--- config.mk ---
export PLATFORM = sky130hd
export DESIGN_NAME = uart_ring_mem_ctrl
export DESIGN_NICKNAME = d
export VERILOG_FILES = /design/src/rtl/umc_pkg.sv /design/src/rtl/ram_sdp.sv /design/src/rtl/uart_ring_mem_ctrl.sv
export SDC_FILE = /design/constraint.sdc
export NUM_CORES = 1
export LEC_CHECK = 0
export BUFFER_PORTS_ARGS = -buffer_cell sky130_fd_sc_hd__buf_2
export CAP_MARGIN = 10
export CORE_UTILIZATION = 45
export CTS_BUF_LIST = sky130_fd_sc_hd__clkbuf_4
export CTS_CLUSTER_DIAMETER = 80
export DETAILED_ROUTE_END_ITERATION = 16
export GPL_TIMING_DRIVEN = 0
export RECOVER_POWER = 25
export SYNTH_ARGS = -nofsm -noshare
export SYNTH_HDL_FRONTEND = slang
export SYNTH_SLANG_ARGS = --single-unit
--- constraint.sdc ---
create_clock -name clk -period 4.37 [get_ports clk]
set_clock_uncertainty 0.2 [all_clocks]
set_input_delay 0.437 -clock clk [delete_from_list [all_inputs] [get_ports clk]]
set_output_delay 0.437 -clock clk [all_outputs]
set_load 0.05 [all_outputs]
--- src/rtl/umc_pkg.sv ---
// rtl/umc_pkg.sv - shared read-FSM state and read-mode constants for uart_ring_mem_ctrl
package umc_pkg;

  typedef enum logic [1:0] {
    IDLE  = 2'd0,
    RD    = 2'd1,
    LATCH = 2'd2
  } state_t;

  localparam logic MODE_FIFO   = 1'b0;
  localparam logic MODE_REPLAY = 1'b1;

endpackage

--- src/rtl/ram_sdp.sv ---
// rtl/ram_sdp.sv - simple dual-port RAM, one write port, one registered ren-gated read port
module ram_sdp #(
  parameter int DATA_W = 8,
  parameter int DEPTH  = 16
) (
  input  logic                       clk,
  input  logic                       wen,
  input  logic [$clog2(DEPTH)-1:0]   waddr,
  input  logic [DATA_W-1:0]          wdata,
  input  logic                       ren,
  input  logic [$clog2(DEPTH)-1:0]   raddr,
  output logic [DATA_W-1:0]          rdata
);

  logic [DATA_W-1:0] mem [DEPTH];

  always_ff @(posedge clk) begin
    if (wen) mem[waddr] <= wdata;
    if (ren) rdata <= mem[raddr];
  end

endmodule

--- src/rtl/uart_ring_mem_ctrl.sv ---
// rtl/uart_ring_mem_ctrl.sv - UART rx byte ring buffer with FIFO/REPLAY push-to-read display
// Optional macro UMC_OVERWRITE_EN: a byte received while full overwrites the oldest entry.
module uart_ring_mem_ctrl
  import umc_pkg::*;
#(
  parameter int DATA_W = 8,
  parameter int DEPTH  = 16
) (
  input  logic                     clk,
  input  logic                     rst,
  input  logic [DATA_W-1:0]        rx_data,
  input  logic                     rx_done,
  input  logic                     push_read,
  input  logic                     mode,
  output logic [DATA_W-1:0]        fnd_data,
  output logic [$clog2(DEPTH):0]   count,
  output logic                     empty,
  output logic                     full,
  output logic                     overflow
);

  localparam int ADDR_W = $clog2(DEPTH);
  localparam int CNT_W  = ADDR_W + 1;

  logic [1:0]        sync_q;
  logic              edge_q;
  logic              rd_req;
  state_t            state, state_next;
  logic              ren;
  logic              mode_r;
  logic [ADDR_W-1:0] wptr, rptr, ridx, raddr;
  logic [DATA_W-1:0] rdata;
  logic              pop, write_ok, ovw, wen, blocked;

  assign rd_req = sync_q[1] & ~edge_q;
  assign empty  = (count == '0);
  assign full   = (count == CNT_W'(DEPTH));

  always_comb begin
    state_next = state;
    ren        = 1'b0;
    case (state)
      IDLE:    if (rd_req && !empty) state_next = RD;
      RD: begin
        ren        = 1'b1;
        state_next = LATCH;
      end
      LATCH:   state_next = IDLE;
      default: state_next = IDLE;
    endcase
  end

  // A pop in the same cycle frees a slot, so a write at full is still legal then.
  assign pop      = (state == RD) && (mode_r == MODE_FIFO);
  assign write_ok = rx_done && (!full || pop);
  assign blocked  = rx_done && full && !pop;
`ifdef UMC_OVERWRITE_EN
  assign ovw      = blocked;
`else
  assign ovw      = 1'b0;
`endif
  assign wen      = write_ok || ovw;
  assign raddr    = (mode_r == MODE_REPLAY) ? rptr + ridx : rptr;

  ram_sdp #(
    .DATA_W (DATA_W),
    .DEPTH  (DEPTH)
  ) u_ram (
    .clk   (clk),
    .wen   (wen),
    .waddr (wptr),
    .wdata (rx_data),
    .ren   (ren),
    .raddr (raddr),
    .rdata (rdata)
  );

  always_ff @(posedge clk) begin
    if (rst) begin
      sync_q   <= '0;
      edge_q   <= 1'b0;
      state    <= IDLE;
      mode_r   <= MODE_FIFO;
      wptr     <= '0;
      rptr     <= '0;
      ridx     <= '0;
      count    <= '0;
      fnd_data <= '0;
      overflow <= 1'b0;
    end else begin
      sync_q <= {sync_q[0], push_read};
      edge_q <= sync_q[1];
      state  <= state_next;

      if (wen)        wptr <= wptr + ADDR_W'(1);
      if (pop || ovw) rptr <= rptr + ADDR_W'(1);

      case ({write_ok, pop})
        2'b10:   count <= count + CNT_W'(1);
        2'b01:   count <= count - CNT_W'(1);
        default: count <= count;
      endcase

      if (blocked) overflow <= 1'b1;

      // Mode is only honoured between reads; a change restarts replay at the oldest entry.
      if (state == IDLE) begin
        mode_r <= mode;
        if (mode != mode_r) ridx <= '0;
      end else if (state == RD && mode_r == MODE_REPLAY) begin
        if ({1'b0, ridx} + CNT_W'(1) >= count) ridx <= '0;
        else                                   ridx <= ridx + ADDR_W'(1);
      end

      if (state == LATCH) fnd_data <= rdata;
    end
  end

endmodule

==> run metrics <==
status completed; vias in the first global route ~4500; I/O Pins 29; port bufs 28; Synth Register Bits 168; Worst path top cell family by delay adder cells; Slew @ Worst Pin roughly 1.1 ns; P_leak 2.94 nW; Initial DRT Pass Iterations 5; WP buf/inv 2; Hold Path Class in2reg; Max-slew headroom between 20% and 30%; placed insts 822; Hold Path Sink u_ram.mem[14][3]; Post-synth EDFFs 136; die area 16400 um^2; period utilization a little over two thirds; sw power 0.745 mW; r2r setup slk 1.30 ns; Post-CTS Setup Bufs 0; proportion of layout cells with a drive suffix above 1 13.1%; fin area 7870 um^2; Setup crit end kind register; synth warn 0; maximum vdd drop 0.149 mV; hpwl dp 10600 um; area post-placement between 7000 and 8000 um^2; gpl congestion 0.808; multi-input logic area between 2000 and 2500 um^2; CTS tree done; Setup violations, final 0; wire per inst 17.8 um; post-synthesis sequential area ratio 66.2%; initial antenna violation count 1; gr ovfl total 0; Post-Place Setup Slack between 1 and 1.5 ns; CP max FO 10; asr flop ratio synth 0%; Synth Area per Inst 12.2 um^2; clk buf depth 2; final-report hold violation count 0; Setup TNS Final 0 ns; Sequential Power Share roughly three fifths; All-Layer GR Usage between 20% and 30%; first-iteration detailed-routing DRC count between 300 and 400; FF/Latch Area 4720 um^2; Synth Cell Area around 7100 um^2; reg2reg start rptr[0]; Synth area leader edfxtp_1; CTS Sinks about 170; clock share of power a little under a third; CTS resizes 0; Final ANT Viol Nets 0; final std cells w/o fill 860; combinational share of power 6.8%; Max Cap Viol 0; Core ar. 15300 um^2; Sw Share 25.9%; Initial Util around 47%; Final #Nets about 670; worst skew pair latency 0.57 ns; fin crit period ~3 ns; Cell Chain, Critical Path ha_1 > inv_1 > fa_1 > nand2b_1 > o32ai_2 > buf_2 > nand3_1 > nand4_1 > mux2i_1; worst hold start rx_data[3]; FP Rows 45; Reg2Reg Depth 9; Synth Flop Type edfxtp_1; synth top area cells edfxtp_1 (57%), dfxtp_1 (9.0%), nand2_1 (7.3%), nand3_1 (4.6%), ha_1 (3.0%); Worst-path clk slew 0.15 ns; hold depth 1; Root Buffer Master clkbuf_4; largest net degree at the start of global routing 18; Hold Buf Count CTS 4; die width 128 um; Yosys top cell area share 57.2%; Worst Path Arrival 3.17 ns; via count 4563; Worst path max stage delay approximately 0.52 ns; WS Path Type reg2reg; Syn Nets 615; CP Depth 9; Post-Syn Instances 583; Fillers 1365; fin. max-slew vios 0; PD cells 365 nW/um^2; CP required 4.46 ns; # DRC 0; WHS 0.111 ns; most frequent cell after synthesis nand2_1; r2r endpoint u_ram.rdata[1]; Worst setup SP type register; Power Total 2.87 mW; H-tree levels 4; vias per inst roughly 5.3; first-pass GRT wire length 24700 um; Synth top cells by count nand2_1 (139), edfxtp_1 (136), nand3_1 (65); Internal Power 2.13 mW; Slowest-stage cell, CP dfxtp_1; die height roughly 130 um; Fmax 325 MHz; RSZ-0062 raised after global routing no; area grow syn2layout 10.3%; Post-Route Utilization 51.4%; Num CTS Buffers 17; Post-Route WL 15300 um; Final WS setup 1.30 ns; Distinct cells, synth 49
[registers in the layout, summed over array words and instances, names as in the netlist]
name	cells
state	2
wptr	4
sync_q	2
fnd_data	8
u_ram.rdata	8
count	5
overflow	1
rptr	4
ridx	4
edge_q	1
mode_r	1
u_ram.mem	128
[worst max-delay path by stage]
stage | endpoint | slack [ns] | start
floorplan | count[4] | 1.83 | mode_r
global placement | u_ram.rdata[5] | 1.38 | rptr[0]
detailed placement | u_ram.mem[2][1] | 1.30 | mode_r
CTS | u_ram.mem[2][0] | 1.25 | mode_r
global route | u_ram.rdata[5] | 1.13 | rptr[0]
finish | u_ram.rdata[1] | 1.30 | rptr[0]
[power by group through the flow]
stage / Sequential (mW) / Clock (mW) / Combinational, mW
after floorplan: 1.82 / 0 / 0.108
after global placement: 1.80 / 0 / 0.188
after detailed placement: 1.81 / 0 / 0.194
after CTS: 1.77 / 0.936 / 0.197
after global routing: 1.77 / 0.983 / 0.215
final: 1.77 / 0.906 / 0.195
[worst register-to-register path: cells and delay by family (launching register included)]
kind            cells  cell delay, ns
simple gates        3            0.50
compound gates      1            0.35
flops               1            0.52
mux                 1            0.13
fa+ha+maj           2            0.68
buf+inv             2            0.42
[cells in the final DEF, fill, tap and decap left out, types with 8 or more instances in the layout]
master,synthesis,final
clkbuf_1,13,20
inv_1,11,11
nor2_1,40,40
mux2i_1,20,20
nand4_1,18,18
edfxtp_1,136,136
buf_2,9,30
xnor2_1,8,8
ha_1,17,17
nor2b_1,8,8
nand2_1,139,139
dfxtp_1,32,32
clkbuf_4,0,19
nand3_1,65,65
[final cells by class]
| class | count | share of cell area [%] |
|---|---|---|
| Multi-Input combinational cell | 379 | 28.5 |
| Clock buffer | 18 | 1.72 |
| Sequential cell | 168 | 60.0 |
| Clock inverter | 14 | 1.92 |
| Timing Repair Buffer | 33 | 2.27 |
| Buffer | 25 | 1.62 |
| Inverter | 11 | 0.525 |
| Antenna cell | 1 | 0.0318 |
| Tap cell | 211 | 3.36 |
[routing by layer]
metal | share of wire, % | global-route usage (%) | vias to the layer above
li1 | - | - | 2191
met1 | 48 | 30.1 | 2218
met2 | 45 | 31.2 | 136
met3 | 5.1 | 3.71 | 18
met4 | 1.5 | 6.99 | 0
met5 | 0 | 0 | -
[cell families after synthesis]
family | count (synthesis) | synth area share (%)
simple gates | 296 | 19.0
flops | 168 | 66.2
buf+inv | 36 | 2.37
compound gates | 28 | 3.89
mux | 22 | 3.28
fa+ha+maj | 19 | 3.54
xor+xnor | 14 | 1.72
No activity file was read; power rests on OpenSTA's default activity.
